File: config.mk
export PLATFORM = sky130hd
export DESIGN_NAME = sa_result_uart_framer
export DESIGN_NICKNAME = d
export VERILOG_FILES = /design/src/rtl/sa_result_uart_framer.sv
export SDC_FILE = /design/constraint.sdc
export NUM_CORES = 1
export LEC_CHECK = 0
export BUFFER_PORTS_ARGS = -buffer_cell sky130_fd_sc_hd__buf_2
export CAP_MARGIN = 10
export CORE_ASPECT_RATIO = 0.7
export CORE_UTILIZATION = 30
export DETAILED_ROUTE_END_ITERATION = 6
export HOLD_SLACK_MARGIN = 0.06
export PLACE_DENSITY = 0.53
export SKIP_LAST_GASP = 1
export SYNTH_ARGS = -nofsm -noshare
export SYNTH_HDL_FRONTEND = slang
export SYNTH_SLANG_ARGS = --single-unit
File: constraint.sdc
create_clock -name clk -period 10.2 [get_ports clk]
set_clock_uncertainty 0.05 [all_clocks]
set_input_delay 2.04 -clock clk [delete_from_list [all_inputs] [get_ports clk]]
set_output_delay 2.04 -clock clk [all_outputs]
set_load 0.02 [all_outputs]
File: src/rtl/sa_result_uart_framer.sv
// sa_result_uart_framer: buffers 32-bit results in a FIFO and frames each into 7 bytes for an 8N1 UART
module sa_result_uart_framer #(
    parameter int         FIFO_DEPTH = 4,
    parameter logic [7:0] SYNC_BYTE  = 8'hA5
) (
    input  logic        clk,
    input  logic        reset,
    input  logic        res_valid,
    input  logic [31:0] res_data,
    output logic        res_ready,
    output logic [7:0]  tx_byte,
    output logic        tx_send,
    input  logic        tx_done,
    output logic        busy,
    output logic [7:0]  seq
);
    localparam int AW = $clog2(FIFO_DEPTH);
    localparam int CW = AW + 1;

    typedef enum logic [1:0] {IDLE, SEND, WAIT} state_t;

    state_t      state_q, state_d;
    logic [31:0] mem_q [FIFO_DEPTH];
    logic [AW-1:0] wr_q, wr_d, rd_q, rd_d;
    logic [CW-1:0] count_q, count_d;
    logic [31:0] data_q, data_d;
    logic [2:0]  idx_q, idx_d;
    logic [7:0]  seq_q, seq_d;
    logic [7:0]  tx_byte_q, tx_byte_d;
    logic        push, pop;

    // Byte i of the frame; the checksum covers everything but the sync byte
    function automatic logic [7:0] frame_byte(input logic [2:0] i, input logic [31:0] d, input logic [7:0] s);
        case (i)
            3'd0:    frame_byte = SYNC_BYTE;
            3'd1:    frame_byte = s;
            3'd2:    frame_byte = d[7:0];
            3'd3:    frame_byte = d[15:8];
            3'd4:    frame_byte = d[23:16];
            3'd5:    frame_byte = d[31:24];
            default: frame_byte = s ^ d[7:0] ^ d[15:8] ^ d[23:16] ^ d[31:24];
        endcase
    endfunction

    assign res_ready = count_q != CW'(FIFO_DEPTH);
    assign push      = res_valid && res_ready;
    assign pop       = (state_q == IDLE) && (count_q != '0);
    assign tx_send   = state_q == SEND;
    assign tx_byte   = tx_byte_q;
    assign seq       = seq_q;
    assign busy      = (state_q != IDLE) || (count_q != '0);

    // FIFO pointer and occupancy bookkeeping; push and pop may coincide
    always_comb begin
        wr_d    = wr_q + AW'(push);
        rd_d    = rd_q + AW'(pop);
        count_d = count_q + CW'(push) - CW'(pop);
    end

    // FIFO storage needs no reset: occupancy alone decides what is valid
    always_ff @(posedge clk) begin
        if (push) mem_q[wr_q] <= res_data;
    end

    // Frame sequencer: pop, then alternate one-cycle send strobe and wait-for-done per byte
    always_comb begin
        state_d   = state_q;
        data_d    = data_q;
        idx_d     = idx_q;
        seq_d     = seq_q;
        tx_byte_d = tx_byte_q;
        case (state_q)
            IDLE: if (pop) begin
                data_d    = mem_q[rd_q];
                idx_d     = 3'd0;
                tx_byte_d = SYNC_BYTE;
                state_d   = SEND;
            end
            SEND: state_d = WAIT;
            WAIT: if (tx_done) begin
                if (idx_q == 3'd6) begin
                    seq_d   = seq_q + 8'd1;
                    state_d = IDLE;
                end else begin
                    idx_d     = idx_q + 3'd1;
                    tx_byte_d = frame_byte(idx_q + 3'd1, data_q, seq_q);
                    state_d   = SEND;
                end
            end
            default: state_d = IDLE;
        endcase
    end

    // State registers; reset aborts any frame in flight and empties the FIFO
    always_ff @(posedge clk or negedge reset) begin
        if (!reset) begin
            state_q   <= IDLE;
            wr_q      <= '0;
            rd_q      <= '0;
            count_q   <= '0;
            data_q    <= '0;
            idx_q     <= '0;
            seq_q     <= '0;
            tx_byte_q <= '0;
        end else begin
            state_q   <= state_d;
            wr_q      <= wr_d;
            rd_q      <= rd_d;
            count_q   <= count_d;
            data_q    <= data_d;
            idx_q     <= idx_d;
            seq_q     <= seq_d;
            tx_byte_q <= tx_byte_d;
        end
    end
endmodule

# == Word level (Yosys, flattened, before mapping) ==
# Memories as Yosys holds them, arrays and structs flattened. A register that Yosys moved wholly into a read port is not among the register bits.
# Index checks and enable logic that the tools add are counted.
# W data, S select, Z words.
# classes
n_bitwise,4
mux,15
n_eq_ne,12
n_addsub,6
n_reduce_logical,13
# ops
operator,n
$pmux W8 S6,1
$xor A8 B8 Y8,4
$mux W8,3
$pmux W8 S2,1
$eq A3 B3 Y1 const B,3
$mux W3,3
$add A8 B1 Y8 const B,1
$eq A3 B2 Y1 const B,2
$ne A2 B2 Y1 const B,3
$pmux W2 S3,1
$pmux W3 S2,1
$add A2 B1 Y2,2
$mux W2,2
$reduce_and A2 Y1,2
$reduce_and A4 Y1,1
$reduce_bool A2 Y1,2
$add A3 B1 Y3,1
$add A3 B1 Y3 const B,1
$eq A3 B1 Y1 const B,1
$logic_not A3 Y1,1
$mux W1,3
$ne A3 B3 Y1 const B,1
$reduce_and A3 Y1,1
$reduce_bool A3 Y1,1
7 further kinds,8
# totals
regBits,28
memories,1
inputBits,36
wordCells,58
ramBits,128
# mem_list
name,depth,width,read_ports,rd_ports_with_merged_regs,write_ports,line,rtl
mem_q,4,32,1,1,1,23,logic [31:0] mem_q [FIFO_DEPTH];

# == Logic depth before layout (Yosys ltp) ==
# Gate-level depths: netlist (run 1).
# logic_depth
depth_word,8
mapped_depth,8
depth_no_buf,7

# == Worst setup path after synthesis (run 1) ==
# Ideal clock, no wire load.
# synth_timing
path_kind,in2reg
start,input res_valid
end,"memory mem_q[1][0], enable pin"
path_slack_ns,5.084
setup_ns,0.468
path_stages,2
arrival_ns,4.598
required_ns,9.682
cell_sequence,nand2_1 nor3b_1
# synth_via
elab_chain_cells,3
# synth_rtl
item,line,rtl
start: declaration,8,"input logic res_valid,"
$logic_and A1 B1 Y1,46,assign push = res_valid && res_ready;
$mux W1,62,if (push) mem_q[wr_q] <= res_data;
$mux W1 (not written as such),62,
end: declaration,23,
# Every way passes these cells.

# == Final worst setup path (run 1) ==
# layout_timing
start,register count_q[1]
end,output busy
# layout_via
elab_chain_cells,2
# layout_rtl
item,line,rtl
start: declaration,25,"logic [CW-1:0] count_q, count_d;"
start signal: assignment,109,count_q <= count_d;
$reduce_bool A3 Y1,51,assign busy = (state_q != IDLE) || (count_q != '0);
$logic_or A1 B1 Y1,51,
end: declaration,14,"output logic busy,"
# Every way passes these cells.

==> results of run 1 <==
[per-stage QoR]
stage	hold slack, ns	cells	util, %	setup WS, ns	instance area [µm²]
after floorplan	0.420	479	-	5.08	7750
after global placement	0.450	844	33.6	6.73	8390
after detailed placement	0.451	844	33.6	6.68	8390
after CTS	0.469	876	35.9	6.67	8970
after global routing	0.496	876	35.9	6.61	8970
final	0.472	876	35.9	6.70	8970
[worst max path at each step]
stage,startpoint,depth (start not counted),slack (ns),to
after floorplan,res_valid,2,5.08,mem_q[1][0]$_DFFE_PP_
after global placement,res_valid,5,6.73,mem_q[3][20]$_DFFE_PP_
after detailed placement,res_valid,5,6.68,mem_q[3][20]$_DFFE_PP_
after CTS,count_q[1]$_DFF_PN0_,3,6.67,busy
after global routing,count_q[1]$_DFF_PN0_,3,6.61,busy
final,count_q[1]$_DFF_PN0_,3,6.70,busy
[worst max-delay path, stage by stage (launching register included)]
cell	delay, ns
dfrtp_1	0.42
nor3_2	0.31
nand2_1	0.08
buf_2	0.17
[per-layer routing]
metal	vias to the layer above	part of all wire (%)
li1	1905	-
met1	2205	48
met2	123	45
met3	16	5.2
met4	0	1.1
met5	-	0
[synth_stat cells, types with 2 or more instances]
cell type and count:
a2111oi_0 3, o21ai_0 2, buf_4 4, clkbuf_1 8
a22oi_1 4, nor3_1 3, nand3_1 4, nand2_1 109
ha_1 9, and3_1 4, a2bb2oi_1 3, xnor2_1 19
nand4_1 2, a222oi_1 5, xor2_1 10, xnor3_1 8
nor2_1 4, a32oi_1 4, mux2_2 2, mux4_2 32
inv_1 8, edfxtp_1 128, a21oi_1 5, buf_2 10
o2bb2ai_1 3, a22o_1 8, dfrtp_1 60, nor3b_1 3
[registers in the layout (all words and copies together) (netlist names)]
register and flops:
wr_q 2, mem_q 128, seq 8, state_q 2
count_q 3, rd_q 2, tx_byte 8, idx_q 3
data_q 32
[kinds of logic after synthesis]
| group | synth area share, % |
|---|---|
| AO/OA/AOI/OAI | 4.03 |
| XOR/XNOR | 5.60 |
| adder cells (fa/ha/maj) | 1.71 |
| buffers and inverters | 1.95 |
| flip-flops | 68.9 |
| multiplexers | 9.71 |
| AND/OR/NAND/NOR | 8.05 |
[power breakdown]
part / total [mW] / internal (mW) / switching (mW)
Sequential: 1.18 / 1.04 / 0.148
Clock: 0.649 / 0.345 / 0.305
Combinational: 0.897 / 0.399 / 0.498
Total: 2.73 / 1.78 / 0.950
[cell type report]
cell class / count / area share [%]
Timing Repair Buffer: 63 / 3.77
Clock inverter: 15 / 1.70
Clock buffer: 17 / 4.74
Sequential cell: 188 / 59.6
Tap cell: 325 / 4.53
Inverter: 8 / 0.335
Multi-Input combinational cell: 260 / 25.3
[placed cells by master, fill, tap and decap left out, types with 3 or more instances in the layout]
| cell | n |
|---|---|
| a2111oi_0 | 3 |
| a21oi_1 | 5 |
| a222oi_1 | 5 |
| a22o_1 | 8 |
| a22oi_1 | 4 |
| a2bb2oi_1 | 3 |
| a32oi_1 | 4 |
| and3_1 | 4 |
| buf_2 | 54 |
| buf_4 | 9 |
| clkbuf_16 | 17 |
| dfrtp_1 | 59 |
| edfxtp_1 | 128 |
| ha_1 | 9 |
| inv_1 | 8 |
| inv_6 | 7 |
| mux4_2 | 32 |
| nand2_1 | 109 |
| nand3_1 | 4 |
| nor2_1 | 4 |
| o2bb2ai_1 | 3 |
| xnor2_1 | 19 |
| xnor3_1 | 8 |
| xor2_1 | 10 |
==> results.json, run 1 <==
{
  "cts_setup_buffers": 0,
  "slew_violations": 0,
  "root_buffer": "clkbuf_16",
  "cts_resized": 0,
  "max_freq_mhz": 286,
  "cts_max_level": 4,
  "synth.avg_cell_area_um2": 16.2,
  "wl_per_cell_um": 19.2,
  "num_vias": 4249,
  "die_area_um2": 26500,
  "busiest_layer": "met2",
  "seq_area_frac_synth_pct": 68.9,
  "ff_latch_area_um2": 5350,
  "timing.rr.start": "idx_q[0]$_DFFE_PN0P_",
  "hold_buffers": 0,
  "grt_first_pass_wirelength_mm": 26.5,
  "die_h_um": 137,
  "coreArea_um2": 25000,
  "finalPower_mw": 2.73,
  "final-setup-viol-count": 0,
  "grt_max_degree": 61,
  "relSlewSlack_pct": 47.6,
  "crit_required_ns": 8.11,
  "start_util_pct": 31.0,
  "finalCriticalPeriod_ns": 3.50,
  "max-vdd-ir-drop_mv": 0.141,
  "io_buffers": 54,
  "syn-instance-count": 479,
  "io_pins": 55,
  "rows": 48,
  "clk_pin_slew_worst_paths_ns": 0.07,
  "place.gp.congestion": 0.807,
  "maxCapViolCount": 0,
  "cp.arrival_ns": 1.41,
  "hp-class": "reg -> reg",
  "antenna_found_initial": 0,
  "worstSetupEndpointType": "output pin",
  "fill_cells": 2367,
  "whs_path_depth": 2,
  "tightest_slew_ns": 0.786,
  "synthTopCellsByArea": "edfxtp_1, dfrtp_1, mux4_2",
  "status": "finished clean",
  "ys.flop_type": "edfxtp_1",
  "drcViolationCount": 0,
  "hpwl_mm": 10.9,
  "layout.nets": 584,
  "synth_top_area_share_pct": 49.6,
  "cts_tree": "done",
  "vias_per_cell": 4.85,
  "grtUsageMet2_pct": 20.8,
  "use_met3_pct": 3.82,
  "insertion_delay_ns": 0.44,
  "hold_viol": 0,
  "powerDensity_nw_per_um2": 304,
  "r2r_end": "tx_byte[2]$_DFFE_PN0P_",
  "grt_setup_unrepaired": "no",
  "diodes": 0,
  "multiInputGateArea_um2": 2270,
  "min_from": "data_q[8]$_DFFE_PN0P_",
  "drive_gt1_share_pct": 25.4,
  "synthArstFlopShare_pct": 31.9,
  "path_class": "reg -> out",
  "power.leakage_nw": 3.52,
  "tns_ns": 0,
  "clock-sinks": 188,
  "ys_warn_count": 0,
  "period_share_pct": 34.3,
  "path_max_fanout": 4,
  "rr_worst_depth": 6,
  "cts_buffers": 17,
  "grt_pass1_vias": 4487,
  "synth_nets": 525,
  "yosys.area.top_type": "edfxtp_1",
  "ys_types": 43,
  "clockBufferDepth": 2,
  "holdPathEnd": "data_q[8]$_DFFE_PN0P_",
  "routed_wirelength_mm": 16.8,
  "gr-usage-all-layers_pct": 13.7,
  "ant_nets": 0,
  "netlist_area_um2": 7750,
  "grt_overflow": 0,
  "startpoint_type": "register",
  "first_pass_iters": 7,
  "syn2layout_area_growth_pct": 15.7,
  "drtIter0Drc": 466,
  "die_w_um": 194,
  "met1_usage_pct": 19.3,
  "ff2ff_setup_slack_ns": 7.88,
  "synth_edf_count": 128,
  "ys_ff_latch": 188
}
Note: power is estimated with default switching activity, not from simulation.
==> inputs of run 2 (changes only) <==
ABC_AREA = 1   (was default)
clock period = 3.4 ns   (was 10.2 ns; I/O delays follow)
==> run 2 against run 1 <==
  * Core utilization down 0.82 points
  * Sequential cell count stayed put
  * Die area rose by 6.3%
  * Wire length rose by 15%
  * Hold slack worse by 0.12 ns
  * Sequential power increased to 2.9 times the previous value
==> results.json, run 2 <==
{
  "ys_types": 30,
  "insertion_delay_ns": 0.44,
  "synthTopCellsByArea": "edfxtp_1, dfrtp_1, nand2_1",
  "netSwitchingPower_mw": 3.33,
  "finalCriticalPeriod_ns": 2.49,
  "max_freq_mhz": 402,
  "netSwitchingFraction_pct": 39.4,
  "grtUsageMet2_pct": 21.4,
  "status": "finished clean",
  "layout.nets": 881,
  "hpwl_mm": 12.7,
  "ant_nets": 0,
  "layout.cells.most_common": "nand2_1",
  "met1_usage_pct": 21.0,
  "final-setup-viol-count": 0,
  "diodes": 0,
  "clock-sinks": 188,
  "power.leakage_nw": 3.74,
  "tightest_slew_ns": 0.793,
  "gr-usage-all-layers_pct": 14.4,
  "syn-instance-count": 789,
  "powerDensity_nw_per_um2": 898,
  "yosys.area.top_type": "edfxtp_1",
  "rows": 50,
  "slew_violations": 0,
  "syn2layout_area_growth_pct": 14.2,
  "cts_tree": "done",
  "worstSetupEndpointType": "register",
  "grt_max_degree": 67,
  "cts_buffers": 17,
  "coreArea_um2": 26800,
  "die_h_um": 141,
  "internal-power_mw": 5.12,
  "ys_top_cells_by_count": "nand2_1, edfxtp_1, nor2_1, o21ai_0, nand3_1",
  "first_pass_iters": 5,
  "start_util_pct": 30.7,
  "io_buffers": 54,
  "clk_pin_slew_worst_paths_ns": 0.07,
  "startpoint_type": "register",
  "vias_per_cell": 4.68,
  "hp-class": "in -> async",
  "pwr-share-clk_pct": 22.7,
  "synth.avg_cell_area_um2": 10.5,
  "busiest_layer": "met2",
  "synth.most_common_cell": "nand2_1",
  "period_share_pct": 73.1,
  "path_class": "reg -> reg",
  "synth_top_area_share_pct": 46.6,
  "cts_max_level": 4,
  "crit_required_ns": 3.68,
  "io_pins": 55,
  "max-vdd-ir-drop_mv": 0.398,
  "hold_buffers": 0,
  "grt_overflow": 0,
  "die_w_um": 200,
  "relSlewSlack_pct": 47.2,
  "drive_gt1_share_pct": 13.0,
  "grt_pass1_vias": 5418,
  "top_regs": "mem_q (128), data_q (32)",
  "num_vias": 5668,
  "dp_slack_ns": 0.923,
  "fill_cells": 2702,
  "hold_viol": 0,
  "netlist_area_um2": 8250,
  "holdWs_ns": 0.352,
  "synth_edf_count": 128,
  "synth_nets": 835,
  "ys_warn_count": 0,
  "grt_setup_unrepaired": "no",
  "ys_ff_latch": 188,
  "combPwrFrac_pct": 36.4,
  "cp.arrival_ns": 2.77,
  "antenna_found_initial": 0,
  "grt_first_pass_wirelength_mm": 30.7,
  "drcViolationCount": 0,
  "layout_common_cells": "nand2_1, edfxtp_1, nor2_1, o21ai_0, nand3_1",
  "maxCapViolCount": 0,
  "largest_reg_flops": 128,
  "drtIter0Drc": 408,
  "cts_setup_buffers": 0,
  "largest_register": "mem_q",
  "clockBufferDepth": 2,
  "use_met3_pct": 2.87,
  "synthArstFlopShare_pct": 31.9,
  "ys.flop_type": "edfxtp_1",
  "seq_area_frac_synth_pct": 64.8,
  "die_area_um2": 28200,
  "wl_per_cell_um": 15.9,
  "routed_wirelength_mm": 19.3,
  "p_seq_share_pct": 41.0,
  "root_buffer": "clkbuf_16",
  "worst_slack_ns": 0.913,
  "cts_resized": 0,
  "place.gp.congestion": 0.833,
  "path_max_fanout": 25
}
## run 2: changes by cell type after synthesis, moves of 25 or more
cell	before	now
nand3_1	4	65
inv_1	8	56
o22ai_1	1	26
mux4_2	32	0
nand2_1	109	138
o21ai_0	2	78
nor2_1	4	113
## run 2: cell families after synthesis
kind of cell | Yosys count | share of synthesized area [%]
adder cells (fa/ha/maj) | 10 | 1.61
buffers and inverters | 100 | 5.40
flip-flops | 188 | 64.8
AO/OA/AOI/OAI | 137 | 8.98
XOR/XNOR | 23 | 2.44
AND/OR/NAND/NOR | 331 | 16.8
## run 2: cell type report
type                            instances  area [µm²]  area share [%]
Sequential cell                       188        5350            56.8
Multi-Input combinational cell        501        2480            26.3
Tap cell                              364         455            4.84
Clock buffer                           18         429            4.56
Timing Repair Buffer                   65         353            3.75
Inverter                               62         233            2.47
Clock inverter                         14         125            1.33
## run 2: worst paths after layout
| check | from | to | slack, ns | depth (start not counted) |
|---|---|---|---|---|
| worst max-delay path | idx_q[0]$_DFFE_PN0P_ | tx_byte[1]$_DFFE_PN0P_ | 0.91 | 11 |
| worst min-delay path | reset | wr_q[1]$_DFF_PN0_ | 0.35 | 2 |
| worst max register to register | idx_q[0]$_DFFE_PN0P_ | tx_byte[1]$_DFFE_PN0P_ | 0.91 | 11 |
| worst min register to register | tx_byte[1]$_DFFE_PN0P_ | tx_byte[1]$_DFFE_PN0P_ | 0.46 | 2 |
| max in group asynchronous | reset | rd_q[0]$_DFF_PN0_ | 2.38 | 2 |
| min in group clk | res_data[24] | mem_q[3][24]$_DFFE_PP_ | 0.40 | 1 |
## run 2: per-layer routing
metal	part of all wire [%]	vias to the layer above
li1	-	2782
met1	52	2750
met2	43	117
met3	3.6	19
met4	1.3	0
met5	0	-
## run 2: worst max-delay path: stages (launching register included)
cell and delay (ns):
dfrtp_1 0.42, ha_1 0.24, ha_1 0.79, inv_1 0.33, nand2_1 0.15, nor2_1 0.05
nor2_1 0.10, nand3_1 0.07, nand2_1 0.06, inv_1 0.03, nand2_1 0.04, nand2_1 0.04
## run 2: per-stage QoR
stage	utilization (%)	cells	total power, mW	instance area (µm²)	TNS (ns)
after floorplan	-	789	5.70	8250	-15.77
after global placement	33.0	1180	6.57	8860	0
after detailed placement	33.0	1180	6.62	8860	0
after CTS	35.1	1212	8.56	9420	0
after global routing	35.1	1212	9.08	9420	0
final	35.1	1212	8.46	9420	0
## run 2: power by group through the flow
stage	registers [mW]	clock network, mW	logic [mW]
2_1_floorplan	3.46	0	2.24
3_3_place_gp	3.51	0	3.07
3_5_place_dp	3.51	0	3.11
4_1_cts	3.47	1.97	3.13
5_1_grt	3.53	2.05	3.50
6_report	3.46	1.92	3.07
==> inputs of run 3 (changes only) <==
PLACE_DENSITY = 0.55   (was 0.53)
clock period = 2.1 ns   (was 3.4 ns; I/O delays follow)
==> run 3 against run 2 <==
  * Power is 68% higher
  * Register-to-register slack worse by 0.78 ns
  * Sequential share of layout area is 1.5 points lower
  * Critical path type unchanged
==> results.json, run 3 (same netlist as run 2, synthesis figures left out) <==
{
  "status": "finished clean",
  "io_pins": 55,
  "crit_slowest_cell": "dfrtp_1",
  "die_h_um": 141,
  "grt_max_degree": 66,
  "cts_max_level": 4,
  "path_class": "reg -> reg",
  "crit_required_ns": 2.40,
  "cts_resized": 0,
  "path_max_fanout": 8,
  "io_buffers": 54,
  "cp_cell_sequence": "ha_1 -> ha_1 -> nand2_1 -> nand2_1 -> inv_1 -> nand2_1 -> inv_2 -> nand3_1 -> a21oi_1",
  "syn2layout_area_growth_pct": 17.4,
  "gr-usage-all-layers_pct": 15.0,
  "insertion_delay_ns": 0.44,
  "tightest_slew_ns": 0.727,
  "cts_setup_buffers": 0,
  "die_area_um2": 28200,
  "largest_reg_flops": 128,
  "drive_gt1_share_pct": 15.1,
  "cts_buffers": 17,
  "hp-class": "in -> reg",
  "powerDensity_nw_per_um2": 1470,
  "cp.arrival_ns": 2.27,
  "max-vdd-ir-drop_mv": 0.706,
  "drtIter0Drc": 418,
  "top_regs": "mem_q (128), data_q (32)",
  "hold_buffers": 1,
  "period_share_pct": 93.5,
  "first_pass_iters": 5,
  "layout.cells.most_common": "nand2_1",
  "vias_per_cell": 4.64,
  "diodes": 0,
  "drcViolationCount": 0,
  "tns_ns": 0,
  "antenna_found_initial": 1,
  "maxCapViolCount": 0,
  "routed_wirelength_mm": 19.8,
  "num_vias": 5693,
  "relSlewSlack_pct": 51.5,
  "clk_pin_slew_worst_paths_ns": 0.07,
  "rows": 50,
  "grt_first_pass_wirelength_mm": 32.3,
  "clock-sinks": 188,
  "largest_register": "mem_q",
  "finalCriticalPeriod_ns": 1.96,
  "startpoint_type": "register",
  "max_stage_delay_ns": 0.42,
  "cts_tree": "done",
  "max_freq_mhz": 509,
  "power.leakage_nw": 3.86,
  "place.gp.congestion": 0.868,
  "wl_per_cell_um": 16.2,
  "slew_violations": 0,
  "ant_nets": 0,
  "grt_setup_unrepaired": "no",
  "grt_pass1_vias": 5632,
  "die_w_um": 200,
  "clockBufferDepth": 2,
  "start_util_pct": 30.7,
  "hpwl_mm": 13.4,
  "layout_common_cells": "nand2_1, edfxtp_1, nor2_1, o21ai_0, nand3_1",
  "grt_overflow": 0,
  "layout.nets": 895,
  "final_util_pct": 36.1,
  "coreArea_um2": 26800,
  "final-setup-viol-count": 0,
  "root_buffer": "clkbuf_16",
  "worstSetupEndpointType": "register",
  "hold_viol": 0,
  "crit_top_cell": "nand2_1"
}
## run 3: worst max-delay path, delay by kind of cell, from the launching register on
kind / cells / cell delay (ns)
adders and majority gates: 2 / 0.57
and+or+nand+nor: 4 / 0.43
DFF: 1 / 0.42
buffers and inverters: 2 / 0.26
AOI/OAI and AO/OA: 1 / 0.14
## run 3: layout make-up
class	instances	area [µm²]
clock buffer	21	470
clock inverter	11	139
fill	2670	17200
inverter	62	233
multi-input combinational	501	2510
sequential	188	5350
tap	364	455
timing repair buffer	79	523
## run 3: report_power, final
part / leakage [nW] / switching, mW / internal (mW)
Clock: 0.299 / 1.39 / 1.96
Sequential: 1.90 / 0.609 / 5.02
Combinational: 1.66 / 3.54 / 1.70
Total: 3.86 / 5.54 / 8.68
## run 3: routing by layer
layer	up-vias	global-route usage (%)	part of all wire [%]
li1	2792	-	-
met1	2774	22.2	53
met2	108	22.1	43
met3	17	3.03	3.8
met4	2	3.85	1.0
met5	-	0	0.066
## run 3: path summary, 6_finish.rpt
check	endpoint	slack [ns]	startpoint	depth (start not counted)
max reg2reg	tx_byte[0]$_DFFE_PN0P_	0.14	idx_q[0]$_DFFE_PN0P_	9
min	state_q[1]$_DFFE_PN0P_	0.14	tx_done	2
min in group asynchronous	data_q[15]$_DFFE_PN0P_	0.53	reset	2
max	tx_byte[0]$_DFFE_PN0P_	0.14	idx_q[0]$_DFFE_PN0P_	9
min reg2reg	tx_byte[3]$_DFFE_PN0P_	0.43	tx_byte[3]$_DFFE_PN0P_	2
max in group asynchronous	wr_q[1]$_DFF_PN0_	0.88	reset	3
## run 3: through the flow
step,total power [mW],area [µm²],hold WS [ns],setup WS [ns],std cells
global route,15.3,9680,0.138,0.0157,1226
finish,14.2,9680,0.141,0.136,1226
floorplan,9.28,8300,0.0744,0.0869,789
global placement,10.9,9060,0.417,0.267,1193
detailed placement,11.0,9060,0.414,0.202,1193
CTS,14.3,9680,0.131,0.168,1226
